[src/rtl/pipe_ctrl.sv]
// Pipeline control for the in-order core: per-stage valid bits, register load enables,
// PC hold/redirect strobes and the cycle / retired-instruction counters.
module pipe_ctrl #(
    parameter int NSTAGES  = 5,
    parameter int EX_STAGE = 2,
    parameter int CNT_W    = 64
) (
    input  logic               clk,
    input  logic               reset,
    input  logic               i_stall,
    input  logic               d_stall,
    input  logic               load_use,
    input  logic               redirect,
    input  logic               flush_all,
    output logic [NSTAGES-1:0] en,
    output logic [NSTAGES-1:0] vld,
    output logic               pc_hold,
    output logic               redir_take,
    output logic               commit,
    output logic               mem_resume,
    output logic [CNT_W-1:0]   cycle_cnt,
    output logic [CNT_W-1:0]   instr_cnt
);

    logic [NSTAGES-1:0] vld_nxt;
    logic [NSTAGES-1:0] vld_shift;
    logic               d_stall_q;

    assign vld_shift  = {vld[NSTAGES-2:0], 1'b1};
    assign commit     = vld[NSTAGES-1];
    assign mem_resume = d_stall_q & ~d_stall;

    // Fixed priority: d_stall > flush_all > redirect > load_use > i_stall.
    always_comb begin
        en         = '1;
        pc_hold    = 1'b0;
        redir_take = 1'b0;
        vld_nxt    = vld_shift;
        if (d_stall) begin
            // Drop the retiring slot so a frozen instruction commits only once.
            en                   = '0;
            pc_hold              = 1'b1;
            vld_nxt              = vld;
            vld_nxt[NSTAGES-1]   = 1'b0;
        end else if (flush_all) begin
            vld_nxt = '0;
        end else if (redirect) begin
            redir_take = 1'b1;
            for (int k = 0; k <= EX_STAGE; k++) begin
                vld_nxt[k] = 1'b0;
            end
        end else if (load_use) begin
            pc_hold = 1'b1;
            for (int k = 0; k < EX_STAGE; k++) begin
                en[k]      = 1'b0;
                vld_nxt[k] = vld[k];
            end
            vld_nxt[EX_STAGE] = 1'b0;
        end else if (i_stall) begin
            pc_hold    = 1'b1;
            vld_nxt[0] = 1'b0;
        end
    end

    always_ff @(posedge clk or negedge reset) begin
        if (!reset) begin
            vld       <= '0;
            d_stall_q <= 1'b0;
            cycle_cnt <= '0;
            instr_cnt <= '0;
        end else begin
            vld       <= vld_nxt;
            d_stall_q <= d_stall;
            cycle_cnt <= cycle_cnt + CNT_W'(1);
            instr_cnt <= instr_cnt + CNT_W'(commit);
        end
    end

endmodule

[config.mk]
export PLATFORM = sky130hd
export DESIGN_NAME = pipe_ctrl
export DESIGN_NICKNAME = d
export VERILOG_FILES = /design/src/rtl/pipe_ctrl.sv
export SDC_FILE = /design/constraint.sdc
export NUM_CORES = 1
export LEC_CHECK = 0
export ABC_AREA = 1
export BUFFER_PORTS_ARGS = -buffer_cell sky130_fd_sc_hd__buf_2
export CAP_MARGIN = 20
export CORE_AREA = 2 2 136 151
export CTS_CLUSTER_DIAMETER = 30
export DETAILED_ROUTE_END_ITERATION = 12
export DIE_AREA = 0 0 138 153
export GPL_TIMING_DRIVEN = 0
export SYNTH_ARGS = -nofsm -noshare
export SYNTH_HDL_FRONTEND = slang
export SYNTH_SLANG_ARGS = --single-unit
[constraint.sdc]
create_clock -name clk -period 2.1 [get_ports clk]
set_input_delay 0.21 -clock clk [delete_from_list [all_inputs] [get_ports clk]]
set_output_delay 0.21 -clock clk [all_outputs]
set_load 0.01 [all_outputs]
# ---- After elaboration in Yosys (flattened, before gate mapping)
# Index checks and enable logic that the tools add are counted.
dict set report word_totals {
  reg_bits 134
  inputBits 7
  out_inout_bits 142
}
dict set report classes {
  addsub 2
  eq_ne 1
  muxes 20
  bitwise_logic 2
  n_reduce_logical 1
}
# cell count
set op_table {}
lappend op_table {{$add 64x1->64} 1}
lappend op_table {{$add 64x1->64 const B} 1}
lappend op_table {{$mux 2} 6}
lappend op_table {{$mux 1} 10}
lappend op_table {{$mux 3} 3}
lappend op_table {{$mux 5} 1}
lappend op_table {{$ne 3x1->1 const B} 1}
lappend op_table {{$reduce_and 2->1} 1}
lappend op_table {{$and 1x1->1} 1}
lappend op_table {{$not 1->1} 1}

# ---- Depth between registers and ports, before layout
dict set report logic_depth {
  depth_word 5
  depth_mapped 11
  mapped_depth_nobuf 11
}

# ---- Least setup slack after synthesis
# Ideal clock, no wire load.
dict set report synth_timing {
  kind {register -> register}
  from {reg vld[4]}
  to {reg instr_cnt[62]}
  arrival_ns 1.570
  slack_ns 0.409
  path_stages_with_launch 10
  period_less_slack_ns 1.691
  cell_sequence {dfrtp_1 -> ha_1 -> ha_1 -> nand2_2 -> nor2_4 -> nand2_2 -> nor2_4 -> nand2_2 -> o21ai_1 -> nand2_1}
}
dict set report synth_via {
  elab_chain_len 1
}
# element line
set synth_lines {}
lappend synth_lines {{from (decl)} 16} ;# output logic [NSTAGES-1:0] vld,
lappend synth_lines {{from (signal assigned)} 72} ;# vld <= vld_nxt;
lappend synth_lines {{$add 64x1->64} 75} ;# instr_cnt <= instr_cnt + CNT_W'(commit);
lappend synth_lines {{to (signal assigned)} 75}
lappend synth_lines {{to (decl)} 22} ;# output logic [CNT_W-1:0] instr_cnt
# Every way passes these cells.
# A chain may end at the register's enable or synchronous reset.

# ---- Worst setup path after layout
dict set report layout_timing {
  from {reg vld[4]}
  to {reg instr_cnt[60]}
}
# The elaborated chain is that of the path after synthesis.

==> flow_summary.json <==
{
  "finish.utilization": 0.4787,
  "max-clock-path-buffers": 2,
  "syn_inst": 1070,
  "dpl.cell_count": 1471,
  "max_slew_margin": 0.6852,
  "post_route_clock_skew_ns": 0.01141,
  "drv_cap": 0,
  "worst_setup_hold_path_clk_slew_ns": 0.06,
  "finalHoldViolations": 0,
  "post_synth_instance_area_mm2": 0.007675,
  "mostFrequentLayoutCell": "nand2_1",
  "htree_num_levels": 4,
  "gr-usage-all-layers": 0.2205,
  "number_of_global_route_vias_before_repair": 6896,
  "postCtsResizedCells": 0,
  "place_area_mm2": 0.008765,
  "routed_wirelength_um": 22800,
  "finalWorstPathRequiredPeriod_ns": 1.930,
  "drt-vias-per-instance": 4.813,
  "synth_area_leaders": "dfrtp_1, nand2_1, nor2_1",
  "initial_core_utilization": 0.3917,
  "flow.area_growth_from_synthesis_pct": 22.22,
  "fillerInstances": 2011,
  "signal_arrival_time_at_the_worst_endpoint_ns": 2.24,
  "die_w_um": 138,
  "gpl.final_weighted_congestion": 0.9556,
  "timing.hold.worst.class": "primary input to register",
  "finalCritPeriodShare": 0.9190,
  "worstPathRequired_ns": 2.41,
  "core_area_mm2": 0.01959,
  "cpPeakStageDelay_ns": 0.37,
  "pin_count": 149,
  "layout.cell_area.non_filler_mm2": 0.009380,
  "r2r_start": "vld[4]$_DFF_PN0_",
  "yosysSeqAreaShare": 0.4369,
  "cellPowerDensity_mw_per_mm2": 609.2,
  "setup.reg_to_reg.worst_slack_ns": 0.17,
  "report.final.setup_viol": 0,
  "fin_ws_ns": 0.1701,
  "synthesis.nets": 1080,
  "start_kind": "register",
  "yosysTopAreaCellShare": 0.4369,
  "worst_pin_slew_ns": 0.4722,
  "p_leak_nw": 4.431,
  "drt_pass1_iterations": 5,
  "root_buffer": "clkbuf_16",
  "cts_tree": "yes",
  "fp.dieArea_mm2": 0.02111,
  "worst_path_dominant_cell_family": "simple AND/OR/NAND/NOR gates",
  "grt_pass1_wl_um": 36670,
  "cts_buffers": 17,
  "r2r_cells": 9,
  "max_clock_freq_mhz": 518.2,
  "path_cells": "ha_1 -> ha_1 -> nand2_2 -> nor2_4 -> nand2_4 -> nor2_2 -> nand2_2 -> o21ai_1 -> nand2_1",
  "setup.worst_path.end_class": "register",
  "buffer_ports.inserted": 148,
  "layout-drive-gt1-share": 0.1946,
  "n_antenna_cell": 0,
  "grt_overflow": 0,
  "highest_count_cells_in_the_layout_ignoring_fill_and_taps": "nand2_1, nor2_1, buf_2",
  "criticalPathCategory": "register to register",
  "remaining_drc_errors": 0,
  "postCtsHoldBufs": 3,
  "status": "completed",
  "clock_insertion_delay_worst_skew_ns": 0.43,
  "num-nets-final": 1251,
  "rsz0062_at_grt": "false",
  "routedWlPerCell_um": 15.14,
  "timing.final.max_slew_violations": 0,
  "post_synth.cell_area_avg_um2": 7.173,
  "grt_start_max_net_pins": 89,
  "final-instance-count-excl-fill": 1506,
  "drt_iter0_markers": 399,
  "crit_slowest_cell": "dfrtp_1",
  "worst_r2r_endpoint": "instr_cnt[60]$_DFF_PN0_",
  "post-layout-total-power_mw": 5.714,
  "vdd_ir_drop_max_uv": 571.4,
  "detailedPlace.worstSlack_ns": 0.1750,
  "post-cts-setup-buffer-count": 0,
  "yosys.area.top_type": "dfrtp_1",
  "yosys_register_bits": 134,
  "detailroute.via_count": 7249,
  "grt_antenna_before_repair": 0,
  "critical_path_cell_count": 9,
  "clock_tree_sinks": 134,
  "buf_inv_stages_crit_path": 0,
  "hpwlAfterDp_um": 18210,
  "rows": 54,
  "number_of_distinct_library_cells_after_synthesis": 22,
  "die_h_um": 153,
  "antenna_left": 0,
  "critical_path.startpoint": "vld[4]$_DFF_PN0_",
  "endpoint": "instr_cnt[60]$_DFF_PN0_",
  "worstPathMaxFanout": 4,
  "synthesis.yosys.warnings": 0
}
flip-flops by register name, indices dropped and copies added, names as in the netlist:
register / count
instr_cnt: 64
vld: 5
d_stall_q: 1
cycle_cnt: 64
kinds of logic (layout without fill, tap and decap cells):
kind of cell               after synthesis  count (layout)  share of synthesized area
AOI/OAI and AO/OA                       46              46                    0.03081
buffers and inverters                   96             280                    0.04891
and+or+nand+nor                        728             728                     0.4066
adders and majority gates                3               3                   0.004891
xor gates and xnor gates                63              63                    0.07189
DFF                                    134             134                     0.4369
report_power, final:
part,internal [mW],switching [mW],leakage [nW]
Clock,1.68,1.33,0.281
Sequential,2.59,0.00590,1.85
Combinational,0.0344,0.0800,2.30
synthesized netlist by cell type:
cell and instances:
nand2_1 389, nor2_1 230, dfrtp_1 134, inv_1 89, xnor2_1 41, o21ai_1 34, nand3_1 26, nand2_2 23
xor2_1 22, nand4_1 19, nor2_2 15, nor2_4 10, nand3b_1 7, o21ai_0 7, nor2_8 5, buf_4 4
nand2_4 4, o22ai_1 4, ha_1 3, inv_2 2, a31oi_1 1, clkinv_1 1
metrics by stage:
step	setup TNS, ns	hold slack, ns
after floorplan	0	-0.08559
after global placement	-150.07	0.3763
after detailed placement	0	0.1763
after CTS	0	0.07360
after global routing	0	0.1141
final	0	0.09169
tightest hold or removal path, delay by kind of cell:
kind          cells  cell delay (ns)
simple gates      2             0.13
buf+inv           2             0.13
layer usage:
layer  track usage  share of wire  up-vias
li1              -              -     3657
met1        0.2823           0.44     3305
met2        0.3685           0.47      245
met3       0.04229          0.056       42
met4       0.08892          0.035        0
met5             0              0        -
layout make-up:
cell class                 instances  area [um^2]  area share
clock buffer                      17        425.4     0.04535
clock inverter                    15        160.2     0.01707
inverter                          92        345.3     0.03681
multi-input combinational        840         3946      0.4207
tap                              252        315.3     0.03361
timing repair buffer             152        804.5     0.08577
sequential                       134         3353      0.3575
buffer                             4        30.03    0.003201
worst min-delay path by stage:
stage	start	end	slack, ns	cells after the start
5_1_grt	flush_all	vld[4]$_DFF_PN0_	0.11	4
3_3_place_gp	d_stall	d_stall_q$_DFF_PN0_	0.38	1
6_report	flush_all	vld[4]$_DFF_PN0_	0.09	4
3_5_place_dp	reset	instr_cnt[16]$_DFF_PN0_	0.18	1
4_1_cts	flush_all	vld[4]$_DFF_PN0_	0.07	4
2_1_floorplan	reset	cycle_cnt[0]$_DFF_PN0_	-0.09	0
Power figures use the tool's default switching activity.
